===== config.mk =====
export PLATFORM = sky130hd
export DESIGN_NAME = alu_control_muldiv_flat
export DESIGN_NICKNAME = d
export VERILOG_FILES = /design/src/rtl/alu_control_muldiv_pkg.sv /design/src/rtl/alu_control_muldiv_if.sv /design/src/rtl/alu_control_muldiv_md_datapath.sv /design/src/rtl/alu_control_muldiv.sv /design/src/flat_wrapper.sv
export SDC_FILE = /design/constraint.sdc
export NUM_CORES = 1
export LEC_CHECK = 0
export ABC_AREA = 0
export CAP_MARGIN = 20
export CORE_MARGIN = 10
export CORE_UTILIZATION = 30
export DETAILED_ROUTE_END_ITERATION = 16
export SYNTH_ARGS = -nofsm -noshare
export SYNTH_HDL_FRONTEND = slang
export SYNTH_SLANG_ARGS = --single-unit

===== constraint.sdc =====
create_clock -name clk -period 6.4 [get_ports clk]
set_clock_uncertainty 0.2 [all_clocks]
set_input_delay 0.96 -clock clk [delete_from_list [all_inputs] [get_ports clk]]
set_output_delay 0.96 -clock clk [all_outputs]
set_load 0.1 [all_outputs]

===== src/rtl/alu_control_muldiv_pkg.sv =====
// Shared encodings for the EX-stage ALU decoder and the iterative multiply/divide unit.
// Pure constants and types, no logic.
package alu_ctrl_pkg;

  localparam logic [3:0] ALU_AND = 4'b0000;
  localparam logic [3:0] ALU_OR  = 4'b0001;
  localparam logic [3:0] ALU_ORI = 4'b0010;
  localparam logic [3:0] ALU_ADD = 4'b0011;
  localparam logic [3:0] ALU_NOR = 4'b0100;
  localparam logic [3:0] ALU_SUB = 4'b0111;
  localparam logic [3:0] ALU_SLT = 4'b1000;
  localparam logic [3:0] ALU_NOP = 4'b1001;

  localparam logic [5:0] F_AND   = 6'b100100;
  localparam logic [5:0] F_OR    = 6'b100101;
  localparam logic [5:0] F_ADD   = 6'b100000;
  localparam logic [5:0] F_SUB   = 6'b100010;
  localparam logic [5:0] F_NOR   = 6'b100111;
  localparam logic [5:0] F_SLT   = 6'b101010;
  localparam logic [5:0] F_MULT  = 6'b011000;
  localparam logic [5:0] F_MULTU = 6'b011001;
  localparam logic [5:0] F_DIV   = 6'b011010;
  localparam logic [5:0] F_DIVU  = 6'b011011;
  localparam logic [5:0] F_MFHI  = 6'b010000;
  localparam logic [5:0] F_MTHI  = 6'b010001;
  localparam logic [5:0] F_MFLO  = 6'b010010;
  localparam logic [5:0] F_MTLO  = 6'b010011;

  localparam logic [2:0] OP_ADDI = 3'b110;
  localparam logic [2:0] OP_ORI  = 3'b101;
  localparam logic [2:0] OP_ANDI = 3'b100;

  typedef enum logic [1:0] {IDLE, RUN, FIX} state_e;

  // Order matches funct[1:0] of the arithmetic MD functs.
  typedef enum logic [1:0] {MULT, MULTU, DIV, DIVU} md_op_e;

endpackage


===== src/rtl/alu_control_muldiv_if.sv =====
// EX-stage bus between control/regfile and the ALU control + mul/div block.
// master drives the instruction fields and operands; slave returns decode, HI/LO and stall.
interface alu_control_muldiv_if #(
  parameter int DATA_WIDTH  = 32,
  parameter int ALUOP_WIDTH = 3
);
  logic [ALUOP_WIDTH-1:0] ALUOp;
  logic [5:0]             ALUFunction;
  logic                   instr_valid;
  logic                   flush;
  logic [DATA_WIDTH-1:0]  rs_data;
  logic [DATA_WIDTH-1:0]  rt_data;
  logic [3:0]             ALUOperation;
  logic [DATA_WIDTH-1:0]  md_result;
  logic                   md_result_sel;
  logic [DATA_WIDTH-1:0]  hi;
  logic [DATA_WIDTH-1:0]  lo;
  logic                   md_busy;
  logic                   stall;

  modport master (
    output ALUOp, ALUFunction, instr_valid, flush, rs_data, rt_data,
    input  ALUOperation, md_result, md_result_sel, hi, lo, md_busy, stall
  );

  modport slave (
    input  ALUOp, ALUFunction, instr_valid, flush, rs_data, rt_data,
    output ALUOperation, md_result, md_result_sel, hi, lo, md_busy, stall
  );
endinterface


===== src/rtl/alu_control_muldiv_md_datapath.sv =====
// Iterative mul/div datapath: one product/quotient bit per step, sign fix-up on the result.
// Operands latched on start; result valid after DATA_WIDTH steps; no backpressure of its own.
module md_datapath
  import alu_ctrl_pkg::*;
#(
  parameter int DATA_WIDTH = 32
) (
  input  logic                  clk,
  input  logic                  reset,
  input  logic                  start,
  input  logic                  step,
  input  md_op_e                op,
  input  logic [DATA_WIDTH-1:0] a,
  input  logic [DATA_WIDTH-1:0] b,
  output logic                  last,
  output logic [DATA_WIDTH-1:0] res_hi,
  output logic [DATA_WIDTH-1:0] res_lo
);
  localparam int W  = DATA_WIDTH;
  localparam int CW = $clog2(DATA_WIDTH);

  logic [CW-1:0] cnt_q;
  md_op_e        op_q;
  logic          sa_q, sb_q;
  logic [W-1:0]  amag_q, bmag_q, rs_q, acc_hi_q, acc_lo_q;

  logic         is_signed, is_div, is_div_q, a_neg, b_neg;
  logic [W-1:0] amag_in, bmag_in;
  logic [W:0]   mul_sum, div_shift, div_trial;

  assign is_signed = (op == MULT) || (op == DIV);
  assign is_div    = (op == DIV) || (op == DIVU);
  assign is_div_q  = (op_q == DIV) || (op_q == DIVU);
  assign a_neg     = is_signed & a[W-1];
  assign b_neg     = is_signed & b[W-1];
  assign amag_in   = a_neg ? -a : a;
  assign bmag_in   = b_neg ? -b : b;

  // Multiply keeps the multiplier in acc_lo and shifts the product in from the top;
  // divide keeps the remainder in acc_hi and shifts quotient bits into acc_lo.
  assign mul_sum   = {1'b0, acc_hi_q} + (acc_lo_q[0] ? {1'b0, amag_q} : '0);
  assign div_shift = {acc_hi_q, acc_lo_q[W-1]};
  assign div_trial = div_shift - {1'b0, bmag_q};

  assign last = (cnt_q == CW'(DATA_WIDTH - 1));

  always_ff @(posedge clk or negedge reset) begin
    if (!reset) begin
      cnt_q    <= '0;
      op_q     <= MULT;
      sa_q     <= 1'b0;
      sb_q     <= 1'b0;
      amag_q   <= '0;
      bmag_q   <= '0;
      rs_q     <= '0;
      acc_hi_q <= '0;
      acc_lo_q <= '0;
    end else if (start) begin
      cnt_q    <= '0;
      op_q     <= op;
      sa_q     <= a_neg;
      sb_q     <= b_neg;
      amag_q   <= amag_in;
      bmag_q   <= bmag_in;
      rs_q     <= a;
      acc_hi_q <= '0;
      acc_lo_q <= is_div ? amag_in : bmag_in;
    end else if (step) begin
      cnt_q <= cnt_q + CW'(1);
      if (is_div_q) begin
        if (!div_trial[W]) begin
          acc_hi_q <= div_trial[W-1:0];
          acc_lo_q <= {acc_lo_q[W-2:0], 1'b1};
        end else begin
          acc_hi_q <= div_shift[W-1:0];
          acc_lo_q <= {acc_lo_q[W-2:0], 1'b0};
        end
      end else begin
        acc_hi_q <= mul_sum[W:1];
        acc_lo_q <= {mul_sum[0], acc_lo_q[W-1:1]};
      end
    end
  end

  logic [2*W-1:0] prod, prod_fix;
  logic [W-1:0]   q_fix, r_fix;

  assign prod     = {acc_hi_q, acc_lo_q};
  assign prod_fix = (sa_q ^ sb_q) ? -prod : prod;
  assign q_fix    = (sa_q ^ sb_q) ? -acc_lo_q : acc_lo_q;
  assign r_fix    = sa_q ? -acc_hi_q : acc_hi_q;

  // Most-negative / -1 falls out naturally: magnitude quotient 2^(W-1) negates to itself.
  always_comb begin
    res_hi = prod_fix[2*W-1:W];
    res_lo = prod_fix[W-1:0];
    if (is_div_q) begin
      if (bmag_q == '0) begin
        res_hi = rs_q;
        res_lo = '1;
      end else begin
        res_hi = r_fix;
        res_lo = q_fix;
      end
    end
  end
endmodule


===== src/rtl/alu_control_muldiv.sv =====
// ALU opcode decode plus HI/LO and the mul/div sequencer; ALUOperation is combinational.
// Mul/div takes DATA_WIDTH+1 cycles after the start edge; MD instructions stall while busy.
module alu_control_muldiv
  import alu_ctrl_pkg::*;
#(
  parameter int                     DATA_WIDTH  = 32,
  parameter int                     ALUOP_WIDTH = 3,
  parameter logic [ALUOP_WIDTH-1:0] RTYPE_CODE  = ALUOP_WIDTH'(3'b111)
) (
  input logic                 clk,
  input logic                 reset,
  alu_control_muldiv_if.slave bus
);
  logic [5:0]            funct;
  logic                  rtype, md_arith, md_any, busy, stall, start, mt_ok;
  logic [3:0]            alu_operation;
  logic [DATA_WIDTH-1:0] hi_q, lo_q, res_hi, res_lo, md_result;
  logic                  last;
  state_e                state_q, state_d;

  assign funct    = bus.ALUFunction;
  assign rtype    = (bus.ALUOp == RTYPE_CODE);
  assign md_arith = rtype && (funct[5:2] == 4'b0110);
  assign md_any   = md_arith || (rtype && (funct[5:2] == 4'b0100));
  assign busy     = (state_q != IDLE);
  assign stall    = bus.instr_valid & busy & md_any;
  assign start    = bus.instr_valid & md_arith & ~stall & ~bus.flush & (state_q == IDLE);
  assign mt_ok    = bus.instr_valid & rtype & ~stall;

  always_comb begin
    alu_operation = ALU_NOP;
    if (rtype) begin
      case (funct)
        F_AND:   alu_operation = ALU_AND;
        F_OR:    alu_operation = ALU_OR;
        F_ADD:   alu_operation = ALU_ADD;
        F_SUB:   alu_operation = ALU_SUB;
        F_NOR:   alu_operation = ALU_NOR;
        F_SLT:   alu_operation = ALU_SLT;
        default: alu_operation = ALU_NOP;
      endcase
    end else if (bus.ALUOp == ALUOP_WIDTH'(OP_ADDI)) begin
      alu_operation = ALU_ADD;
    end else if (bus.ALUOp == ALUOP_WIDTH'(OP_ORI)) begin
      alu_operation = ALU_ORI;
    end else if (bus.ALUOp == ALUOP_WIDTH'(OP_ANDI)) begin
      alu_operation = ALU_AND;
    end
  end

  always_comb begin
    md_result = '0;
    if (rtype && funct == F_MFHI) md_result = hi_q;
    if (rtype && funct == F_MFLO) md_result = lo_q;
  end

  always_ff @(posedge clk or negedge reset) begin
    if (!reset) state_q <= IDLE;
    else        state_q <= state_d;
  end

  always_comb begin
    state_d = state_q;
    case (state_q)
      IDLE:    if (start) state_d = RUN;
      RUN:     if (bus.flush) state_d = IDLE;
               else if (last) state_d = FIX;
      FIX:     state_d = IDLE;
      default: state_d = IDLE;
    endcase
  end

  md_datapath #(.DATA_WIDTH(DATA_WIDTH)) u_dp (
    .clk    (clk),
    .reset  (reset),
    .start  (start),
    .step   (state_q == RUN),
    .op     (md_op_e'(funct[1:0])),
    .a      (bus.rs_data),
    .b      (bus.rt_data),
    .last   (last),
    .res_hi (res_hi),
    .res_lo (res_lo)
  );

  // mthi/mtlo cannot collide with the FIX write: they are stalled while busy.
  always_ff @(posedge clk or negedge reset) begin
    if (!reset) begin
      hi_q <= '0;
      lo_q <= '0;
    end else if (state_q == FIX) begin
      if (!bus.flush) begin
        hi_q <= res_hi;
        lo_q <= res_lo;
      end
    end else begin
      if (mt_ok && funct == F_MTHI) hi_q <= bus.rs_data;
      if (mt_ok && funct == F_MTLO) lo_q <= bus.rs_data;
    end
  end

  assign bus.ALUOperation  = alu_operation;
  assign bus.md_result     = md_result;
  assign bus.md_result_sel = bus.instr_valid & rtype & ((funct == F_MFHI) || (funct == F_MFLO)) & ~stall;
  assign bus.hi            = hi_q;
  assign bus.lo            = lo_q;
  assign bus.md_busy       = busy;
  assign bus.stall         = stall;
endmodule


===== src/flat_wrapper.sv =====
// flat-port wrapper written by rule: the top's interface ports become plain ports
module alu_control_muldiv_flat import alu_ctrl_pkg::*;
#(
  parameter int                     DATA_WIDTH  = 32,
  parameter int                     ALUOP_WIDTH = 3,
  parameter logic [ALUOP_WIDTH-1:0] RTYPE_CODE  = ALUOP_WIDTH'(3'b111)
)
  (clk, reset, bus_ALUOp, bus_ALUFunction, bus_instr_valid, bus_flush, bus_rs_data, bus_rt_data, bus_ALUOperation, bus_md_result, bus_md_result_sel, bus_hi, bus_lo, bus_md_busy, bus_stall);
  alu_control_muldiv_if #(.DATA_WIDTH(DATA_WIDTH), .ALUOP_WIDTH(ALUOP_WIDTH)) bus_i ();
  input logic clk;
  input logic reset;
  input wire logic [$bits(bus_i.ALUOp)-1:0] bus_ALUOp;
  input wire logic [$bits(bus_i.ALUFunction)-1:0] bus_ALUFunction;
  input wire logic [$bits(bus_i.instr_valid)-1:0] bus_instr_valid;
  input wire logic [$bits(bus_i.flush)-1:0] bus_flush;
  input wire logic [$bits(bus_i.rs_data)-1:0] bus_rs_data;
  input wire logic [$bits(bus_i.rt_data)-1:0] bus_rt_data;
  output wire logic [$bits(bus_i.ALUOperation)-1:0] bus_ALUOperation;
  output wire logic [$bits(bus_i.md_result)-1:0] bus_md_result;
  output wire logic [$bits(bus_i.md_result_sel)-1:0] bus_md_result_sel;
  output wire logic [$bits(bus_i.hi)-1:0] bus_hi;
  output wire logic [$bits(bus_i.lo)-1:0] bus_lo;
  output wire logic [$bits(bus_i.md_busy)-1:0] bus_md_busy;
  output wire logic [$bits(bus_i.stall)-1:0] bus_stall;
  assign bus_i.ALUOp = bus_ALUOp;
  assign bus_i.ALUFunction = bus_ALUFunction;
  assign bus_i.instr_valid = bus_instr_valid;
  assign bus_i.flush = bus_flush;
  assign bus_i.rs_data = bus_rs_data;
  assign bus_i.rt_data = bus_rt_data;
  assign bus_ALUOperation = bus_i.ALUOperation;
  assign bus_md_result = bus_i.md_result;
  assign bus_md_result_sel = bus_i.md_result_sel;
  assign bus_hi = bus_i.hi;
  assign bus_lo = bus_i.lo;
  assign bus_md_busy = bus_i.md_busy;
  assign bus_stall = bus_i.stall;
  alu_control_muldiv #(.DATA_WIDTH(DATA_WIDTH), .ALUOP_WIDTH(ALUOP_WIDTH), .RTYPE_CODE(RTYPE_CODE)) u_core (.clk(clk), .reset(reset), .bus(bus_i));
endmodule

==> qor.csv <==
stage,metric,value,unit
floorplan,rows,91,
critical_path,startpoint_type,input pin,
layout,n_antenna_cell,0,
clock_tree,cts_sinks,233,
critical_path,setup.worst_path.end_class,output port,
clock_tree,root_buffer,clkbuf_16,
placed_design,dp_hpwl,54.9,mm
critical_path,slowest_delay,1.14,ns
clock_tree,htreeDepth,1,
critical_path,worstPathMaxFanout,11,
timing,hold_viol,0,
run,drv_cap,0,
logic_synthesis,syn-instance-count,2367,
timing,max_slew.worst_pin.slew,1.14,ns
detailed_routing,drtAntennaViolNets,0,
critical_path,crit_required,5.24,ns
detailed_routing,routed-wl-met3,3.66,mm
detailed_routing,wl_met1,33.0,mm
detailed_routing,dr.max_layer_used,met4,
logic_synthesis,syn_avg_cell_area,7.86,sq um
critical_path,crit_path_cell_trace,"clkdlybuf4s50_1, nor2_1, a21oi_1, nor2_1, a31oi_1, o21ai_0, nand2_1, clkdlybuf4s50_1",
outcome,status,finished clean,
clock_tree,tritoncts,built,
timing,setup_tns,0,ns
layout,fin_nets,2586,
floorplan,initial_core_util,30.2,%
timing,drv_slew,0,
detailed_routing,viasPerCell,5.46,
logic_synthesis,synth_common_cells,"nand2_1 (379), dfrtp_1 (233), o21ai_0 (216)",
power,leakagePower,0.00916,uW
floorplan,chipWidth,269,um
logic_synthesis,yosysWarnings,0,
critical_path,critPathKind,in -> out,
power,power_density,257,nW/um^2
clock_tree,clk_latency,0.58,ns
logic_synthesis,synth_cell_types,82,
placed_design,gp_congestion,0.933,
min_path,hold_class,in -> async,
clock_tree,post_cts_resized,0,
layout,drive_above_1_share,7.00,%
timing,setup_viol,0,
clock_tree,hold_buffers,0,
detailed_routing,drc,0,
detailed_routing,wl_per_cell,21.5,um
floorplan,core,61600,sq um
logic_synthesis,yosysMostFrequentCell,nand2_1,
timing,max_freq,200,MHz
grt,grtUsageTotal,18.9,%
placed_design,io_buffer_count,179,
logic_synthesis,synth_nets,2516,
detailed_routing,num_vias,17969,
logic_synthesis,yosysSeqAreaShare,31.3,%
clock_tree,post_cts_buffers,0,
timing,fin_crit,4.99,ns
grt,grt_max_degree,127,
floorplan,num_io_pins,180,
floorplan,die-area,72400,sq um
logic_synthesis,yosys.area.top_type,dfrtp_1,
detailed_routing,dr.pass1.iters,5,
layout,area_growth,17.6,%
power,ir_drop,0.000169,V
detailed_routing,dr.first_iter.drc_count,1594,
logic_synthesis,synth_edf_count,0,
logic_synthesis,ys_async_sr_fraction,100,%
logic_synthesis,post-synth-top-area-fraction,31.3,%
grt,antenna_found_initial,1,
timing,slew_headroom,23.2,%
grt,grt_overflow,0,
critical_path,critical_path.slowest_cell,clkdlybuf4s50_1,
layout,fillerInstances,6451,
logic_synthesis,synth_seq_cells,233,
detailed_routing,wl_met2,32.8,mm
timing,rsz0062_at_grt,false,
floorplan,die_h,269,um
clock_tree,clk_pin_slew,0.06,ns
clock_tree,cts_made_buffers,27,
critical_path,critPathTopFamily,buffers and inverters,
detailed_routing,drt_wl_total,70.7,mm
logic_synthesis,netlist_top_cells_area,"dfrtp_1 (31%), nand2_1 (7.6%), o21ai_0 (5.8%), xnor2_1 (5.5%), mux2i_1 (5.3%)",
logic_synthesis,synth_ff_type,dfrtp_1,
critical_path,cp.arrival,3.83,ns
critical_path,crit_buf_inv,2,
timing,whs,0.227,ns
grt,grt_pass1_vias,17323,
grt,grt_pass1_wl,107,mm
clock_tree,max-clock-path-buffers,3,
logic_synthesis,synth_area,18600,sq um
timing,fin_crit_sh,78.0,%
-- final cells by class --
cell class	count	area, sq um	share of cell area [%]
clock buffers	42	822	3.76
clock inverters	6	52.6	0.240
inverters	59	221	1.01
multi-input cells	1901	11900	54.4
flip-flops and latches	233	5830	26.7
well taps	837	1050	4.79
repair buffers	215	1990	9.12
-- report_power, final --
part           total, uW  internal [uW]  leakage [uW]  switching, uW
Combinational       2140            838       0.00573           1300
Clock               1560            882      0.000423            677
Sequential          1930           1620       0.00301            314
Total               5630           3340       0.00916           2290
-- worst reg2reg max path, cell delays in order, from the launching register on --
cell and delay (ns):
dfrtp_1 0.52, inv_1 0.24, ha_1 0.27, fa_1 0.40, nor2b_1 0.22, o31ai_2 0.11
a21oi_1 0.35, nor3_2 0.11, nor3_1 0.23, or3_1 0.18, and2_2 0.84, mux2_1 0.40
o221ai_1 0.15
-- cells by family (layout without fill, tap and decap cells) --
group / Yosys count / after routing / share of synthesized area, %
simple gates: 864 / 864 / 21.6
compound gates: 654 / 654 / 21.7
flops: 233 / 233 / 31.3
buf+inv: 233 / 322 / 5.02
xor+xnor: 206 / 206 / 9.70
mux: 105 / 105 / 5.69
fa+ha+maj: 72 / 72 / 4.92
-- state kept, by name, summed over array words and instances (netlist names) --
signal,cells
u_core.u_dp.amag_q,32
u_core.u_dp.acc_lo_q,32
u_core.state_q,2
u_core.u_dp.cnt_q,5
u_core.u_dp.acc_hi_q,32
u_core.u_dp.op_q,1
u_core.bus.lo,32
u_core.u_dp.bmag_q,32
u_core.u_dp.rs_q,31
u_core.bus.hi,32
u_core.u_dp.sb_q,1
u_core.u_dp.sa_q,1
-- final timing paths --
path,start,endpoint,slack [ns],cells past startpoint
min in group clk,u_core.u_dp.amag_q[2]$_DFFE_PN0P_,u_core.u_dp.amag_q[2]$_DFFE_PN0P_,0.27,2
min reg2reg,u_core.u_dp.amag_q[2]$_DFFE_PN0P_,u_core.u_dp.amag_q[2]$_DFFE_PN0P_,0.27,2
max,bus_ALUFunction[0],bus_ALUOperation[0],1.41,8
max in group asynchronous,reset,u_core.u_dp.bmag_q[6]$_DFFE_PN0P_,4.54,2
min,reset,u_core.u_dp.rs_q[25]$_DFFE_PN0P_,0.23,1
max reg2reg,u_core.u_dp.acc_lo_q[31]$_DFFE_PN0P_,u_core.u_dp.acc_hi_q[0]$_DFFE_PN0P_,2.07,12
-- layer usage --
metal,GRT usage [%],vias up
met5,0,-
met4,3.69,0
met3,2.27,77
met2,30.2,531
met1,27.0,8838
li1,-,8523
-- per-stage QoR --
stage,area [sq um],setup slack [ns],util [%],std cells,total power [uW]
2_1_floorplan,18600,0.924,-,2367,3430
3_3_place_gp,21000,1.60,34.1,3245,4050
3_5_place_dp,21000,1.55,34.1,3245,4080
5_1_grt,21900,1.39,35.5,3293,5950
6_report,21900,1.41,35.5,3293,5630
4_1_cts,21900,1.53,35.5,3293,5650
-- layout by cell type (no fill, tap or decap), types with 22 or more instances in the layout --
| master | instances |
|---|---|
| a21o_1 | 27 |
| a21oi_1 | 133 |
| a22oi_1 | 22 |
| and2_1 | 40 |
| buf_4 | 69 |
| clkbuf_16 | 27 |
| clkdlybuf4s50_1 | 144 |
| dfrtp_1 | 232 |
| ha_1 | 70 |
| inv_1 | 58 |
| mux2i_1 | 99 |
| nand2_1 | 379 |
| nand3_1 | 41 |
| nor2_1 | 182 |
| nor3_1 | 47 |
| nor4_1 | 25 |
| o211ai_1 | 29 |
| o21ai_0 | 216 |
| o21ai_1 | 31 |
| o22ai_1 | 34 |
| or3_1 | 29 |
| xnor2_1 | 116 |
| xor2_1 | 88 |
Power figures use the tool's default switching activity.
